<file path="src/rtl/flag_branch_pkg.sv">
// Shared constants for the flag/branch unit: condition codes, flag bit positions, default widths.
package flag_branch_pkg;

  localparam int DEFAULT_COND_W = 4;
  localparam int DEFAULT_ADDR_W = 16;

  localparam logic [3:0] COND_ALWAYS = 4'd0;
  localparam logic [3:0] COND_EQ     = 4'd1;
  localparam logic [3:0] COND_NE     = 4'd2;
  localparam logic [3:0] COND_CS     = 4'd3;
  localparam logic [3:0] COND_CC     = 4'd4;
  localparam logic [3:0] COND_MI     = 4'd5;
  localparam logic [3:0] COND_PL     = 4'd6;
  localparam logic [3:0] COND_VS     = 4'd7;
  localparam logic [3:0] COND_VC     = 4'd8;
  localparam logic [3:0] COND_HI     = 4'd9;
  localparam logic [3:0] COND_LS     = 4'd10;
  localparam logic [3:0] COND_GE     = 4'd11;
  localparam logic [3:0] COND_LT     = 4'd12;
  localparam logic [3:0] COND_GT     = 4'd13;
  localparam logic [3:0] COND_LE     = 4'd14;
  localparam logic [3:0] COND_NEVER  = 4'd15;

  localparam int FLAG_OF = 3;
  localparam int FLAG_SF = 2;
  localparam int FLAG_ZF = 1;
  localparam int FLAG_CF = 0;

  typedef enum logic {
    RES_EMPTY = 1'b0,
    RES_FULL  = 1'b1
  } res_state_e;

endpackage

</file>
<file path="src/rtl/flag_branch_unit_cond_eval.sv">
// Combinational condition-code evaluator. Signed compares (GE/LT/GT/LE) exist only
// when FLAG_BRANCH_SIGNED_EN is defined; otherwise those codes are never taken.
module cond_eval
  import flag_branch_pkg::*;
#(
  parameter int COND_W = DEFAULT_COND_W
) (
  input  logic [COND_W-1:0] cond,
  input  logic [3:0]        flags,
  output logic              taken
);

  logic ofFlag, sfFlag, zfFlag, cfFlag;

  assign ofFlag = flags[FLAG_OF];
  assign sfFlag = flags[FLAG_SF];
  assign zfFlag = flags[FLAG_ZF];
  assign cfFlag = flags[FLAG_CF];

  always_comb begin
    taken = 1'b0;
    case (cond)
      COND_ALWAYS: taken = 1'b1;
      COND_EQ:     taken = zfFlag;
      COND_NE:     taken = !zfFlag;
      COND_CS:     taken = cfFlag;
      COND_CC:     taken = !cfFlag;
      COND_MI:     taken = sfFlag;
      COND_PL:     taken = !sfFlag;
      COND_VS:     taken = ofFlag;
      COND_VC:     taken = !ofFlag;
      COND_HI:     taken = cfFlag && !zfFlag;
      COND_LS:     taken = !cfFlag || zfFlag;
`ifdef FLAG_BRANCH_SIGNED_EN
      COND_GE:     taken = (sfFlag == ofFlag);
      COND_LT:     taken = (sfFlag != ofFlag);
      COND_GT:     taken = !zfFlag && (sfFlag == ofFlag);
      COND_LE:     taken = zfFlag || (sfFlag != ofFlag);
`else
      COND_GE, COND_LT, COND_GT, COND_LE: taken = 1'b0;
`endif
      COND_NEVER:  taken = 1'b0;
      default:     taken = 1'b0;
    endcase
  end

endmodule

</file>
<file path="src/rtl/flag_branch_unit.sv">
// Flags register, PC register and one-entry branch result buffer with valid/ready on both sides.
// Signed condition codes are enabled by defining FLAG_BRANCH_SIGNED_EN (see cond_eval).
module flag_branch_unit
  import flag_branch_pkg::*;
#(
  parameter int                COND_W   = DEFAULT_COND_W,
  parameter int                ADDR_W   = DEFAULT_ADDR_W,
  parameter logic [ADDR_W-1:0] PC_RESET = '0
) (
  input  logic              clk,
  input  logic              rst_n,
  input  logic              flags_we,
  input  logic              of_in,
  input  logic              sf_in,
  input  logic              zf_in,
  input  logic              cf_in,
  input  logic              req_valid,
  output logic              req_ready,
  input  logic [COND_W-1:0] req_cond,
  input  logic [ADDR_W-1:0] req_target,
  output logic              res_valid,
  input  logic              res_ready,
  output logic              res_taken,
  output logic [ADDR_W-1:0] pc,
  output logic [3:0]        flags_q
);

  res_state_e        state_q, state_d;
  logic [ADDR_W-1:0] pc_q, pc_d;
  logic              taken_q, taken_d;
  logic [3:0]        flags_d;
  logic [3:0]        flagsIn;
  logic [3:0]        evalFlags;
  logic              condTaken;
  logic              accept;

  assign flagsIn   = {of_in, sf_in, zf_in, cf_in};
  // Same-cycle flag writes are forwarded so a branch right after a compare sees fresh flags.
  assign evalFlags = flags_we ? flagsIn : flags_q;

  assign res_valid = (state_q == RES_FULL);
  assign req_ready = !res_valid || res_ready;
  assign accept    = req_valid && req_ready;
  assign pc        = pc_q;
  assign res_taken = taken_q;

  cond_eval #(
    .COND_W (COND_W)
  ) u_cond_eval (
    .cond  (req_cond),
    .flags (evalFlags),
    .taken (condTaken)
  );

  always_comb begin
    state_d = state_q;
    pc_d    = pc_q;
    taken_d = taken_q;
    flags_d = flags_we ? flagsIn : flags_q;

    case (state_q)
      RES_EMPTY: if (accept) state_d = RES_FULL;
      RES_FULL: begin
        if (accept)         state_d = RES_FULL;
        else if (res_ready) state_d = RES_EMPTY;
      end
      default: state_d = RES_EMPTY;
    endcase

    if (accept) begin
      pc_d    = condTaken ? req_target : pc_q + ADDR_W'(1);
      taken_d = condTaken;
    end
  end

  always_ff @(posedge clk or negedge rst_n) begin
    if (!rst_n) begin
      state_q <= RES_EMPTY;
      pc_q    <= PC_RESET;
      taken_q <= 1'b0;
      flags_q <= 4'b0000;
    end else begin
      state_q <= state_d;
      pc_q    <= pc_d;
      taken_q <= taken_d;
      flags_q <= flags_d;
    end
  end

endmodule
</file>
<file path="config.mk">
export PLATFORM = sky130hd
export DESIGN_NAME = flag_branch_unit
export DESIGN_NICKNAME = d
export VERILOG_FILES = /design/src/rtl/flag_branch_pkg.sv /design/src/rtl/flag_branch_unit_cond_eval.sv /design/src/rtl/flag_branch_unit.sv
export SDC_FILE = /design/constraint.sdc
export NUM_CORES = 1
export LEC_CHECK = 0
export ABC_CLOCK_PERIOD_IN_PS = 2400
export CAP_MARGIN = 20
export CORE_ASPECT_RATIO = 2
export CORE_MARGIN = 5
export CORE_UTILIZATION = 50
export CTS_BUF_LIST = sky130_fd_sc_hd__clkbuf_4 sky130_fd_sc_hd__clkbuf_8
export CTS_CLUSTER_SIZE = 28
export DETAILED_ROUTE_END_ITERATION = 8
export DONT_BUFFER_PORTS = 1
export PLACE_DENSITY_LB_ADDON = 0.05
export SLEW_MARGIN = 40
export SYNTH_ARGS = -nofsm -noshare
export SYNTH_HDL_FRONTEND = slang
export SYNTH_SLANG_ARGS = --single-unit
</file>
<file path="constraint.sdc">
create_clock -name clk -period 2.4 [get_ports clk]
set_input_delay 0.48 -clock clk [delete_from_list [all_inputs] [get_ports clk]]
set_output_delay 0.48 -clock clk [all_outputs]
set_load 0.01 [all_outputs]
</file>
=== After elaboration in Yosys (flattened, before gate mapping) ===
Cells that the tools add are included.

* Register bits after elaboration: 22
* Bits of input ports: 29
* Logic and storage cells: 39
* Output and inout bits: 23

* Equal/unequal tests: 15
* Mux-type cells: 7
* Reductions and logical operators: 11
* $add $sub $neg: 1
* Bitwise gates (word level): 1

{| class="wikitable"
|+ Operators with widths
! cell !! count
|-
| == test 4 bit, second input constant || 8
|-
| adder 16 x 1 -> 16 bit, second input constant || 1
|-
| == test 4 x 3 -> 1 bit, second input constant || 4
|-
| 2-to-1 mux 16 bit || 1
|-
| case mux 1 bit (12 select lines) || 1
|-
| == test 4 x 2 -> 1 bit, second input constant || 2
|-
| zero test 1 bit || 5
|-
| OR reduction 5 bit || 1
|-
| == test 4 x 1 -> 1 bit, second input constant || 1
|-
| zero test 4 bit || 1
|-
| 2-to-1 mux 4 bit || 1
|-
| 2-to-1 mux 1 bit || 3
|-
| logical AND 1 bit || 2
|-
| logical OR 1 bit || 2
|-
| case mux 1 bit (2 select lines) || 1
|-
| inverter 1 bit || 1
|}

=== Logic depth before layout (Yosys ltp) ===
Gate-level depths: netlist (run 1).

* Depth in word-level cells: 5
* Mapped depth: 8
* Gate-level depth less buffers: 7

=== By module ===
Synthesis (run 1) repeated with hierarchy kept, for this count alone.

* Cell total of the unflattened synthesis: 161
* Area total of the unflattened synthesis: 1386.3 µm²

{| class="wikitable"
|+ By module, submodules not included
! module !! cells each !! times used !! area each (µm²)
|-
| flag_branch_unit || 141 || 1 || 1271.2
|-
| cond_eval || 20 || 1 || 115.1
|}

=== Least setup slack after synthesis (run 1) ===
Ideal clock, no wire load.

* Path type: input -> register
* From: input port flags_we
* To: register pc_q[0] (netlist: pc[0])
* Path slack: 0.248 ns
* Setup time: 0.124 ns
* Cell stages on the path: 8
* Arrival time: 2.028 ns
* Cells stage by stage: buf_6 -> mux2i_1 -> mux2i_1 -> o32ai_1 -> a311o_2 -> buf_6 -> and3_1 -> a211o_1

* Longest elaborated chain between the ends: 5
* Elaborated cells between the ends (all ways): 9
* Classes of those cells: mux: 3; reduce/logical: 6

{| class="wikitable"
|+ RTL lines
! item !! line !! text
|-
| start, declared || flag_branch_unit.sv:12 || <nowiki>input logic flags_we,</nowiki>
|-
| 2-to-1 mux 4 bit (*) || -- ||
|-
| zero test 1 bit (on tied branches) || -- ||
|-
| logical OR 1 bit or logical AND 1 bit (tied branches) || flag_branch_unit_cond_eval.sv:33, flag_branch_unit_cond_eval.sv:32 ||
|-
| case mux 1 bit (12 select lines) (*) || flag_branch_unit_cond_eval.sv:22 || <nowiki>case (cond)</nowiki>
|-
| 2-to-1 mux 16 bit (*) || flag_branch_unit.sv:71 || <nowiki>pc_d = condTaken ? req_target : pc_q + ADDR_W'(1);</nowiki>
|-
| end signal, assigned || flag_branch_unit.sv:84 || <nowiki>pc_q <= pc_d;</nowiki>
|-
| end, declared || flag_branch_unit.sv:29 || <nowiki>logic [ADDR_W-1:0] pc_q, pc_d;</nowiki>
|}

Mark *: on every way between the ends. The rest lies on a longest branch, timed or not.
A chain may end at the register's enable or synchronous reset.

=== Final worst setup path (run 1) ===
* From: register flags_q[1]
* To: register pc_q[5] (netlist: pc[5])

* Longest elaborated chain between the ends: 5
* Elaborated cells between the ends (all ways): 6
* Classes of those cells: mux: 3; reduce/logical: 3

{| class="wikitable"
|+ RTL lines
! item !! line !! text
|-
| start, declared || flag_branch_unit.sv:25 || <nowiki>output logic [3:0] flags_q</nowiki>
|-
| start signal, assigned || flag_branch_unit.sv:86 || <nowiki>flags_q <= flags_d;</nowiki>
|-
| 2-to-1 mux 4 bit (*) || -- ||
|-
| zero test 1 bit || flag_branch_unit_cond_eval.sv:25, flag_branch_unit_cond_eval.sv:32 ||
|-
| logical AND 1 bit || flag_branch_unit_cond_eval.sv:32 || <nowiki>COND_HI: taken = cfFlag && !zfFlag;</nowiki>
|-
| case mux 1 bit (12 select lines) (*) || flag_branch_unit_cond_eval.sv:22 ||
|-
| 2-to-1 mux 16 bit (*) || flag_branch_unit.sv:71 ||
|}

Marks and branches as above.

==> impl_metrics.csv, run 1 <==
group,metric,value,unit
sta,hold_viol_final,0,
synthesis,yosysWarnings,0,
worst_setup_path,worstPathCellList,"mux2i_1 -> mux2i_1 -> o32ai_1 -> a311o_2 -> buf_12 -> and3_2 -> a211o_1",
power,p_int,759,uW
global_routing,grt_pass1_vias,1263,
global_routing,grt_max_degree,33,
worst_setup_path,cp-startpoint,"flags_q[1]",
routing,first_pass_iters,4,
power,p_seq_share,52.4,%
synthesis,synth.distinct_cells,37,
routing,drtIter0Drc,28,
global_routing,antenna_found_initial,0,
sta,min_period,2.13,ns
routing,vias,1176,
power,combinationalPowerShare,25.7,%
power,clockPowerShare,21.9,%
worst_setup_path,crit_type,"flop to flop",
placement,place.gp.congestion,0.669,
sta,rsz0062_at_grt,"no",
power,netSwitchingFraction,38.3,%
floorplan,num_rows,27,
sta,tightest_slew,0.810,ns
synthesis,synth_flop_cell,"dfrtp_1",
clock_tree,cts_tree,"done",
worst_setup_path,slowest_delay,0.43,ns
worst_setup_path,timing.rr.start,"flags_q[1]",
worst_setup_path,crit_path_end,"pc[5]",
routing,routed_via_density,6.39,
clock_tree,clkSinkCount,22,
floorplan,die_w,47.3,um
cells_and_area,diodes,0,
floorplan,start_util,51.4,%
sta,slew_violations,0,
worst_setup_path,crit_arrival,2.28,ns
flow_run,maxCapViolations,0,
clock_tree,post_cts_resized,0,
worst_setup_path,r2r-end,"pc[5]",
routing,routedWlPerCell,18.6,um
cells_and_area,drive_gt1_share,9.03,%
cells_and_area,finalInstanceArea,1460,sq um
cells_and_area,fin_nets,186,
synthesis,synth_seq_cells,22,
synthesis,netlist_top_cells_area,"dfrtp_1 40%, mux2i_1 8.6%, nand2_1 5.4%, a22oi_1 4.3%, and3_1 3.6%",
cells_and_area,syn_to_final_growth,5.04,%
cells_and_area,final_cells,184,
floorplan,die_y,84.6,um
sta,maxSlewHeadroom,46.0,%
sta,setup_ws,0.275,ns
synthesis,netlist_area,1390,sq um
synthesis,synth-seq-area-share,39.6,%
global_routing,grt_usage,18.3,%
sta,min_period_over_period,88.6,%
cells_and_area,multiInputGateArea,741,sq um
clock_tree,cts_root_buf,"clkbuf_8",
placement,numPortBuffers,0,
synthesis,synthMostInstantiatedCell,"dfrtp_1",
routing,drt_wl_total,3420,um
synthesis,syn-num-nets,186,
clock_tree,htreeDepth,1,
worst_setup_path,cp_num_buf_inv,1,
worst_setup_path,crit_cells,7,
status,status,"completed",
sta,max_freq,0.471,GHz
sta,setup_tns,0,ns
clock_tree,cts_buffers,3,
routing,drc,0,
worst_setup_path,end_kind,"flop",
global_routing,overflow,0,
synthesis,synth_edf_count,0,
power,power_leakage,0.683,nW
power,power_density,843,nW/um^2
worst_setup_path,regToRegSetupSlack,0.27,ns
placement,dp_cells,179,
placement,pre_cts_ws,0.181,ns
power,fin_total_pwr,1.23,mW
cells_and_area,regArea,551,sq um
clock_tree,clkTransAtPathRegs,0.08,ns
worst_setup_path,cp_common_cell,"mux2i_1",
worst_setup_path,cp_max_fo,32,
power,p_switching,472,uW
sta,setup_viol,0,
clock_tree,cts.path.max_buffers,2,
worst_setup_path,r2r_cells,7,
clock_tree,clock_latency,0.26,ns
synthesis,async_reset_ff_share,100,%
global_routing,grt_pass1_wl,5490,um
synthesis,synth_area_per_cell,8.91,sq um
worst_setup_path,cp.required,2.55,ns
routing,drtAntennaViolNets,0,
synthesis,synth_common_cells,"22 x dfrtp_1, 20 x nand2_1, 12 x inv_1, 12 x mux2i_1, 9 x nor2_1",
floorplan,io_pins,52,
worst_setup_path,path_delay_family,"compound AO/OA/AOI/OAI gates",
power,ir_drop,0.485,mV
floorplan,die_area,4000,sq um
sta,skew,0.00357,ns
synthesis,synthCells,156,
worst_setup_path,crit_path_top_delay_cell,"dfrtp_1",
synthesis,synth_top_cell_by_area,"dfrtp_1",
worst_setup_path,startpoint_type,"flop",
synthesis,yosysTopAreaCellShare,39.6,%
cells_and_area,fill_cells,274,
floorplan,core_area,2700,sq um
placement,placed_cell_area,1400,sq um
placement,hpwlAfterDp,2600,um
worst_hold_path,hold_path.class,"primary input to asynchronous set/reset pin",
## repair_timing
item                                   in CTS  in global routing
buffers inserted                            0                  0
hold buffers                                1                  0
endpoints found under the hold margin      22                  0
## power groups by stage
stage	Clock, mW	Sequential, mW	Combinational (mW)
after floorplan	0	0.612	0.267
after global placement	0	0.651	0.298
after detailed placement	0	0.654	0.312
after CTS	0.274	0.646	0.321
after global routing	0.291	0.669	0.362
final	0.270	0.645	0.316
## stage by stage
stage	util, %	hold slack, ns
floorplan	-	0.184
global placement	51.8	0.185
detailed placement	51.8	0.185
CTS	54.2	0.322
global route	54.0	0.213
finish	54.0	0.173
## state kept, by name, summed over array words and instances, names as in the netlist
name and flops:
pc 16, flags_q 4, res_taken 1, res_valid 1
## layer usage
| layer | GRT usage (%) | part of all wire [%] |
|---|---|---|
| met1 | 17.5 | 34 |
| met2 | 34.1 | 57 |
| met3 | 4.51 | 7.6 |
| met4 | 6.30 | 1.2 |
| met5 | 0 | 0 |
## placed cells by master, fill, tap and decap left out, drive strengths merged, types with 4 or more instances in the layout
cell / instances
a211o: 5
a21oi: 5
a22oi: 8
and3: 10
clkbuf: 4
dfrtp: 22
inv: 12
mux2i: 12
nand2: 20
nand4: 4
nor2: 9
o21ai: 11
## logic make-up (layout without fill, tap and decap cells)
group                    after synthesis  after routing  synth area share (%)
AND/OR/NAND/NOR                       59             59                  21.5
AO/OA/AOI/OAI                         39             39                  19.3
flip-flops                            22             22                  39.6
buffers and inverters                 20             19                  7.11
multiplexers                          15             15                  11.6
adder cells (fa/ha/maj)                1              1                 0.900
## layout make-up
| cell class | instances | share of cell area (%) |
|---|---|---|
| flip-flops and latches | 22 | 37.7 |
| inverters | 12 | 3.08 |
| well taps | 29 | 2.49 |
| multi-input cells | 114 | 50.7 |
| repair buffers | 3 | 2.23 |
| clock buffers | 4 | 3.77 |
## worst min-delay path by stage
stage	end	slack (ns)	depth (start not counted)
5_1_grt	flags_q[1]	0.21	1
3_3_place_gp	flags_q[1]	0.18	0
3_5_place_dp	pc[8]	0.19	0
6_report	flags_q[1]	0.17	1
4_1_cts	res_valid	0.32	1
2_1_floorplan	flags_q[0]	0.18	0
No activity file was read; power rests on OpenSTA's default activity.
==> inputs of run 2 (changes only) <==
- CTS_BUF_LIST: sky130_fd_sc_hd__clkbuf_4 sky130_fd_sc_hd__clkbuf_8 -> default
- GPL_ROUTABILITY_DRIVEN: default -> 0
==> results of run 2 <==
No change in the layout: final DEF, timing and power equal those of run 1.
